<file path="config.mk">
export PLATFORM = sky130hd
export DESIGN_NAME = idiv_seq
export DESIGN_NICKNAME = d
export VERILOG_FILES = /design/src/rtl/idiv_seq.sv
export SDC_FILE = /design/constraint.sdc
export NUM_CORES = 1
export LEC_CHECK = 0
export ABC_AREA = 1
export CAP_MARGIN = 15
export CORE_MARGIN = 5
export CORE_UTILIZATION = 50
export DETAILED_ROUTE_END_ITERATION = 8
export PLACE_DENSITY = 0.77
export SYNTH_ARGS = -nofsm -noshare
export SYNTH_HDL_FRONTEND = slang
export SYNTH_SLANG_ARGS = --single-unit
</file>
<file path="constraint.sdc">
create_clock -name Clock -period 1.89 [get_ports Clock]
set_input_delay 0.378 -clock Clock [delete_from_list [all_inputs] [get_ports Clock]]
set_output_delay 0.378 -clock Clock [all_outputs]
set_load 0.02 [all_outputs]
</file>
<file path="src/rtl/idiv_seq.sv">
// idiv_seq -- sequential unsigned restoring divider.
//
// Computes Dividend / Divisor one quotient bit per clock (two per clock when
// IDIV_RADIX4_EN is defined). Operands are captured on Start while idle.
// Results stay registered until the next operation completes.
//
// Parameters:
//   SIZE       operand/quotient/remainder width (>= 2; even under radix-4)
//
// Configuration macro:
//   IDIV_RADIX4_EN  two chained restoring steps per RUN cycle, latency SIZE/2
//
// Ports:
//   Clock      rising-edge clock
//   Reset      synchronous active-high reset
//   Start      request, sampled only in IDLE
//   Dividend   unsigned dividend, sampled with Start
//   Divisor    unsigned divisor, sampled with Start
//   Quotient   registered quotient (all ones on divide-by-zero)
//   Remainder  registered remainder (Dividend on divide-by-zero)
//   Busy       high while the division is running
//   Done       one-cycle completion pulse
//   DivByZero  set when the last completed operation had a zero divisor

module idiv_seq #(
  parameter int unsigned SIZE = 16
) (
  input  logic            Clock,
  input  logic            Reset,
  input  logic            Start,
  input  logic [SIZE-1:0] Dividend,
  input  logic [SIZE-1:0] Divisor,
  output logic [SIZE-1:0] Quotient,
  output logic [SIZE-1:0] Remainder,
  output logic            Busy,
  output logic            Done,
  output logic            DivByZero
);

`ifdef IDIV_RADIX4_EN
  localparam int unsigned STEPS = SIZE / 2;
`else
  localparam int unsigned STEPS = SIZE;
`endif
  localparam int unsigned CW = (STEPS > 1) ? $clog2(STEPS) : 1;
  localparam logic [CW-1:0] LAST = CW'(STEPS - 1);

  typedef enum logic [1:0] {
    S_IDLE,
    S_RUN,
    S_DONE
  } state_t;

  state_t          r_state;
  state_t          w_next;

  logic [SIZE-1:0] r_rem;
  logic [SIZE-1:0] r_q;
  logic [SIZE-1:0] r_div;
  logic [CW-1:0]   r_cnt;

  logic [SIZE-1:0] r_quo_out;
  logic [SIZE-1:0] r_rem_out;
  logic            r_dbz;

  logic [2*SIZE-1:0] w_step1;
  logic [2*SIZE-1:0] w_step;
  logic              w_last;

  // One restoring step on {rem, q}; returns {rem', q'}.
  // The trial is SIZE+1 bits wide so its top bit is the sign of
  // (shifted remainder - divisor).
  function automatic logic [2*SIZE-1:0] f_step(
    input logic [SIZE-1:0] rem,
    input logic [SIZE-1:0] q,
    input logic [SIZE-1:0] d
  );
    logic [SIZE:0] sh;
    logic [SIZE:0] trial;
    sh    = {rem, q[SIZE-1]};
    trial = sh - {1'b0, d};
    if (!trial[SIZE])
      f_step = {trial[SIZE-1:0], q[SIZE-2:0], 1'b1};
    else
      f_step = {sh[SIZE-1:0], q[SIZE-2:0], 1'b0};
  endfunction

  assign w_step1 = f_step(r_rem, r_q, r_div);

`ifdef IDIV_RADIX4_EN
  assign w_step = f_step(w_step1[2*SIZE-1:SIZE], w_step1[SIZE-1:0], r_div);
`else
  assign w_step = w_step1;
`endif

  assign Quotient  = r_quo_out;
  assign Remainder = r_rem_out;
  assign DivByZero = r_dbz;

  always_ff @(posedge Clock) begin
    if (Reset) r_state <= S_IDLE;
    else       r_state <= w_next;
  end

  always_comb begin
    w_next = r_state;
    Busy   = 1'b0;
    Done   = 1'b0;
    w_last = (r_cnt == LAST);
    case (r_state)
      S_IDLE: begin
        if (Start) w_next = (Divisor == '0) ? S_DONE : S_RUN;
      end
      S_RUN: begin
        Busy = 1'b1;
        if (w_last) w_next = S_DONE;
      end
      S_DONE: begin
        Done   = 1'b1;
        w_next = S_IDLE;
      end
      default: w_next = S_IDLE;
    endcase
  end

  always_ff @(posedge Clock) begin
    if (Reset) begin
      r_rem     <= '0;
      r_q       <= '0;
      r_div     <= '0;
      r_cnt     <= '0;
      r_quo_out <= '0;
      r_rem_out <= '0;
      r_dbz     <= 1'b0;
    end else begin
      case (r_state)
        S_IDLE: begin
          if (Start) begin
            if (Divisor != '0) begin
              r_rem <= '0;
              r_q   <= Dividend;
              r_div <= Divisor;
              r_cnt <= '0;
            end else begin
              r_quo_out <= '1;
              r_rem_out <= Dividend;
              r_dbz     <= 1'b1;
            end
          end
        end
        S_RUN: begin
          {r_rem, r_q} <= w_step;
          r_cnt        <= r_cnt + CW'(1);
          if (w_last) begin
            r_quo_out <= w_step[SIZE-1:0];
            r_rem_out <= w_step[2*SIZE-1:SIZE];
            r_dbz     <= 1'b0;
          end
        end
        default: ;
      endcase
    end
  end

endmodule

</file>
## Word level (Yosys, flattened, before mapping)

Index checks and enable logic that the tools add are counted.

| word-level totals | value |
|---|---|
| flip-flop bits (word level) | 87 |
| output and inout port bits | 35 |
| logic and storage cells | 53 |

| cells by class | value |
|---|---|
| $add $sub $neg | 2 |
| equal/unequal tests | 7 |
| muxes and demuxes | 28 |
| reductions and logical operators | 8 |

Operators with widths:

| operator | number |
|---|---|
| $mux W16 | 10 |
| $pmux W16 S2 | 4 |
| $mux W32 | 1 |
| $sub A17 B16 Y17 | 1 |
| $logic_not A16 Y1 | 1 |
| $reduce_bool A16 Y1 | 1 |
| $mux W4 | 2 |
| $ne A2 B2 Y1 const B | 4 |
| $pmux W4 S2 | 1 |
| $mux W2 | 3 |
| $reduce_and A3 Y1 | 2 |
| $mux W1 | 5 |
| $add A4 B1 Y4 const B | 1 |
| $eq A4 B4 Y1 const B | 1 |
| $pmux W2 S2 | 1 |
| $reduce_and A4 Y1 | 1 |
| $eq A2 B1 Y1 const B | 1 |
| $eq A2 B2 Y1 const B | 1 |
| $logic_not A2 Y1 | 1 |
| $pmux W1 S2 | 1 |
| $reduce_and A2 Y1 | 1 |
| $reduce_bool A2 Y1 | 1 |

## Longest topological paths before layout

| logic depth | value |
|---|---|
| depth after elaboration | 4 |
| gate-level depth with buffers | 17 |
| depth with buffers taken out | 16 |

## Worst setup path after synthesis

OpenSTA, ideal clock, no wires.

| timing path | value |
|---|---|
| path type | register to register |
| from | register r_q[15] |
| to | register r_quo_out[0] (netlist: Quotient[0]) |
| arrival time | 1.859 ns |
| data required time | 1.774 ns |
| slack | -0.085 ns |
| stages on the path, launching flop included | 16 |
| path buffers | 1 |
| period minus slack after synthesis | 1.975 ns |
| path through | dfxtp_1 > inv_1 > ha_1 > inv_1 > fa_1 > nand2_1 > nand2_1 > nand3_2 > nand2_2 > nand2_4 > nand3_1 > nand2_4 > buf_8 > nand3_1 > o211ai_1 > inv_1 |

| between the ends | value |
|---|---|
| word-level cells in the longest chain between the ends | 4 |

Ends and longest elaborated chain:

| element | RTL line | text |
|---|---|---|
| start, declared | 58 | `logic [SIZE-1:0] r_q;` |
| start signal, assigned | 141 | `r_q <= Dividend;` |
| start signal, assigned | 152 | `{r_rem, r_q} <= w_step;` |
| $sub A17 B16 Y17 | 81 | `trial = sh - {1'b0, d};` |
| $mux W32 | 82 | `if (!trial[SIZE])` |
| $mux W16 | 154 | `if (w_last) begin` |
| $pmux W16 S2 | 136 | `case (r_state)` |
| end signal, assigned | 155 | `r_quo_out <= w_step[SIZE-1:0];` |
| end, declared | 62 | `logic [SIZE-1:0] r_quo_out;` |

Every way passes these cells. The select of a mux whose other input is x is not followed.
A chain may end at the register's enable or synchronous reset.

## Final worst setup path

| timing path | value |
|---|---|
| from | register r_rem[9] |
| to | register r_rem[0] |

| between the ends | value |
|---|---|
| word-level cells in the longest chain between the ends | 3 |

Ends and longest elaborated chain:

| element | RTL line | text |
|---|---|---|
| start, declared | 57 | `logic [SIZE-1:0] r_rem;` |
| start signal, assigned | 152 |  |
| $sub A17 B16 Y17 | 81 |  |
| $mux W32 | 82 |  |
| $pmux W16 S2 | 136 |  |

Every way passes these cells.

==> flow_summary.json <==
{
  "cts_tree": "done",
  "grt_usage": 0.257,
  "max_stage_delay_ns": 0.35,
  "ys_top_cells_by_area": "dfxtp_1 36%, nand2_1 14%, inv_1 8.4%, nand3_1 7.2%, nor2_1 5.7%",
  "violations": "negative setup slack",
  "power.leakage_nw": 3.32,
  "via_per_inst": 5.16,
  "grt_pass1_vias": 5098,
  "fin_setup_tns_ns": -3.98,
  "post-route-util": 0.706,
  "yosysTopAreaCellShare": 0.356,
  "grt_max_degree": 54,
  "die_w_um": 109,
  "synth_fp_nets": 787,
  "synthArstFlopShare": 0,
  "p_int_w": 0.00373,
  "drt_iter0_drc": 333,
  "ant_nets": 0,
  "whs_path_depth": 2,
  "clockPowerShare": 0.263,
  "synth_edf_count": 0,
  "power_density_mw_per_mm2": 856,
  "layout_min_cycle_time_ns": 2.05,
  "pwr-share-comb": 0.377,
  "post_drt_wl_per_cell_um": 14.7,
  "swShare": 0.359,
  "hold_slack_ns": 0.482,
  "ys_types": 32,
  "cts_sinks": 87,
  "holdPathEnd": "r_div[14]",
  "path_cells": "ha_1 > nand2_2 > inv_2 > nand2_1 > nand2_2 > a21oi_4 > nand3_2 > nand2_8 > nand3_1 > nand3_1 > nand2_1 > inv_1",
  "synthFlopType": "dfxtp_1",
  "rows": 36,
  "cts_inserted_buffers": 9,
  "htree_levels": 3,
  "syn_inst": 734,
  "nets": 920,
  "clk_pin_slew_ns": 0.10,
  "overflow": 0,
  "synth_warnings": 0,
  "yosysMostFrequentCell": "nand2_1",
  "grt_pass1_wl_um": 24200,
  "switching_power_w": 0.00209,
  "dieArea_mm2": 0.0119,
  "numPortBuffers": 69,
  "rsz0062_at_grt": "true",
  "setup_slack_ns": -0.162,
  "yosysTopAreaCell": "dfxtp_1",
  "r2r_start": "r_rem[9]",
  "fp.dieH_um": 109,
  "num_io_pins": 70,
  "critPathRequiredTime_ns": 2.20,
  "ir_drop_v": 0.000563,
  "outcome": "finished with violations",
  "drc": 0,
  "start_util": 0.508,
  "synth_area_mm2": 0.00489,
  "worstPathMaxFanout": 9,
  "hp-start": "r_div[14]",
  "tightest_slew_ns": 0.350,
  "drive_above_1_share": 0.209,
  "drv_cap": 0,
  "dpl.hpwl_um": 10600,
  "arrival_ns": 2.36,
  "start_kind": "register",
  "crit_type": "reg -> reg",
  "relSlewSlack": 0.767,
  "slew_violations": 0,
  "ctsHoldBuffers": 0,
  "cts_root_buffer": "clkbuf_8",
  "nFillCells": 821,
  "synthToLayoutAreaGrowth_pct": 39.0,
  "hold_viol": 0,
  "r2r_cells": 12,
  "setup_viol": 33,
  "core_mm2": 0.00964,
  "netlist_top_cells_count": "179 x nand2_1, 109 x inv_1, 87 x dfxtp_1",
  "clock_skew_ns": 0.0157,
  "clk_latency_ns": 0.36,
  "antenna_found_initial": 0,
  "hold_class": "reg -> reg",
  "seqPwrFrac": 0.360,
  "rrSetupSlack_ns": -0.16,
  "vias": 5186,
  "route.final.wire_length_um": 14800,
  "endpoint_kind": "register",
  "slowest_stage": "dfxtp_1",
  "synth-seq-cells": 87,
  "drt_first_pass_iters": 7,
  "cts_buffer_depth": 2,
  "r2r-end": "r_rem[0]",
  "synth_seq_area_share": 0.356,
  "max_freq_ghz": 0.487,
  "place.gp.congestion": 0.921,
  "fin_crit_sh": 1.09,
  "diodes": 0,
  "syn_area_per_cell_um2": 6.67
}
-- metal layers --
metal / global-route usage / part of all wire / up-vias
li1: - / - / 2612
met1: 0.320 / 0.43 / 2405
met2: 0.454 / 0.50 / 144
met5: 0 / 0 / -
met4: 0.0730 / 0.019 / 0
met3: 0.0432 / 0.051 / 25
-- worst max-delay path: cells and delay by family, from the launching register on --
family / cells / cell delay, ns
flops: 1 / 0.35
fa+ha+maj: 1 / 0.34
compound gates: 1 / 0.22
buf+inv: 2 / 0.08
simple gates: 8 / 1.01
-- flip-flops by register name (all words and copies together), names as in the netlist --
register / count
r_div: 16
Quotient: 16
r_q: 16
r_cnt: 4
r_rem: 16
DivByZero: 1
r_state: 2
Remainder: 16
-- cell type report --
cell class	instances	area [µm²]	share of cell area
clock buffer	10	138	0.0202
clock inverter	6	103	0.0151
tap	133	166	0.0245
inverter	112	423	0.0622
timing repair buffer	152	1400	0.206
sequential	87	1740	0.256
multi-input combinational	505	2830	0.416
-- power groups by stage --
stage	Clock [W]	Combinational (W)	Sequential (W)
4_1_cts	0.00154	0.00214	0.00209
3_5_place_dp	0	0.00193	0.00213
5_1_grt	0.00162	0.00240	0.00212
6_report	0.00153	0.00219	0.00210
3_3_place_gp	0	0.00188	0.00213
2_1_floorplan	0	0.00112	0.00219
-- how the worst max path moves through the flow --
| stage | depth (start not counted) | to | slack, ns | from |
|---|---|---|---|---|
| finish | 12 | r_rem[0] | -0.16 | r_rem[9] |
| global route | 13 | r_rem[3] | -0.29 | r_div[9] |
| CTS | 16 | Remainder[12] | -0.13 | r_div[0] |
| detailed placement | 12 | Remainder[11] | -0.30 | Divisor[10] |
| global placement | 12 | Remainder[11] | -0.32 | Divisor[13] |
| floorplan | 17 | Remainder[12] | 0.003 | r_q[15] |
-- cell usage in the layout, fill, tap and decap left out, types with 2 or more instances in the layout --
cell	count
nand2_1	173
inv_1	107
dfxtp_1	85
buf_4	73
nor2_1	72
clkdlybuf4s50_1	67
nand3_1	45
a21oi_1	42
nand3_2	36
o21ai_0	25
a31oi_1	15
ha_1	15
o22ai_1	14
nand2_2	13
o21ai_1	11
clkbuf_8	10
nand2_4	6
xor2_1	6
buf_12	6
inv_2	4
nand3_4	4
nand4_1	4
buf_6	4
nor2_2	3
nor2_4	3
and2_1	3
o211ai_1	2
a21oi_2	2
nand2_8	2
clkinv_4	2
bufinv_16	2
dlygate4sd2_1	2
dfxtp_2	2
-- through the flow --
| step | setup slack [ns] | cell area (µm²) | instances | power (W) |
|---|---|---|---|---|
| after global routing | -0.292 | 6800 | 1005 | 0.00614 |
| after floorplan | 0.00341 | 4940 | 734 | 0.00331 |
| after global placement | -0.322 | 6260 | 978 | 0.00401 |
| after CTS | -0.135 | 6740 | 1004 | 0.00578 |
| final | -0.162 | 6800 | 1005 | 0.00582 |
| after detailed placement | -0.301 | 6260 | 978 | 0.00406 |
-- cells by family after synthesis --
group	after synthesis	share of synthesized area
and+or+nand+nor	366	0.339
AOI/OAI and AO/OA	112	0.126
xor gates and xnor gates	7	0.0125
DFF	87	0.356
adders and majority gates	18	0.0475
buffers and inverters	144	0.119
-- repair_timing --
item,in CTS,in global routing
cloned,1,1
setup endpoints to repair,36,38
resized for setup,34,14
setup buffers,9,0
pin swaps,8,3
Note: power is estimated with default switching activity, not from simulation.
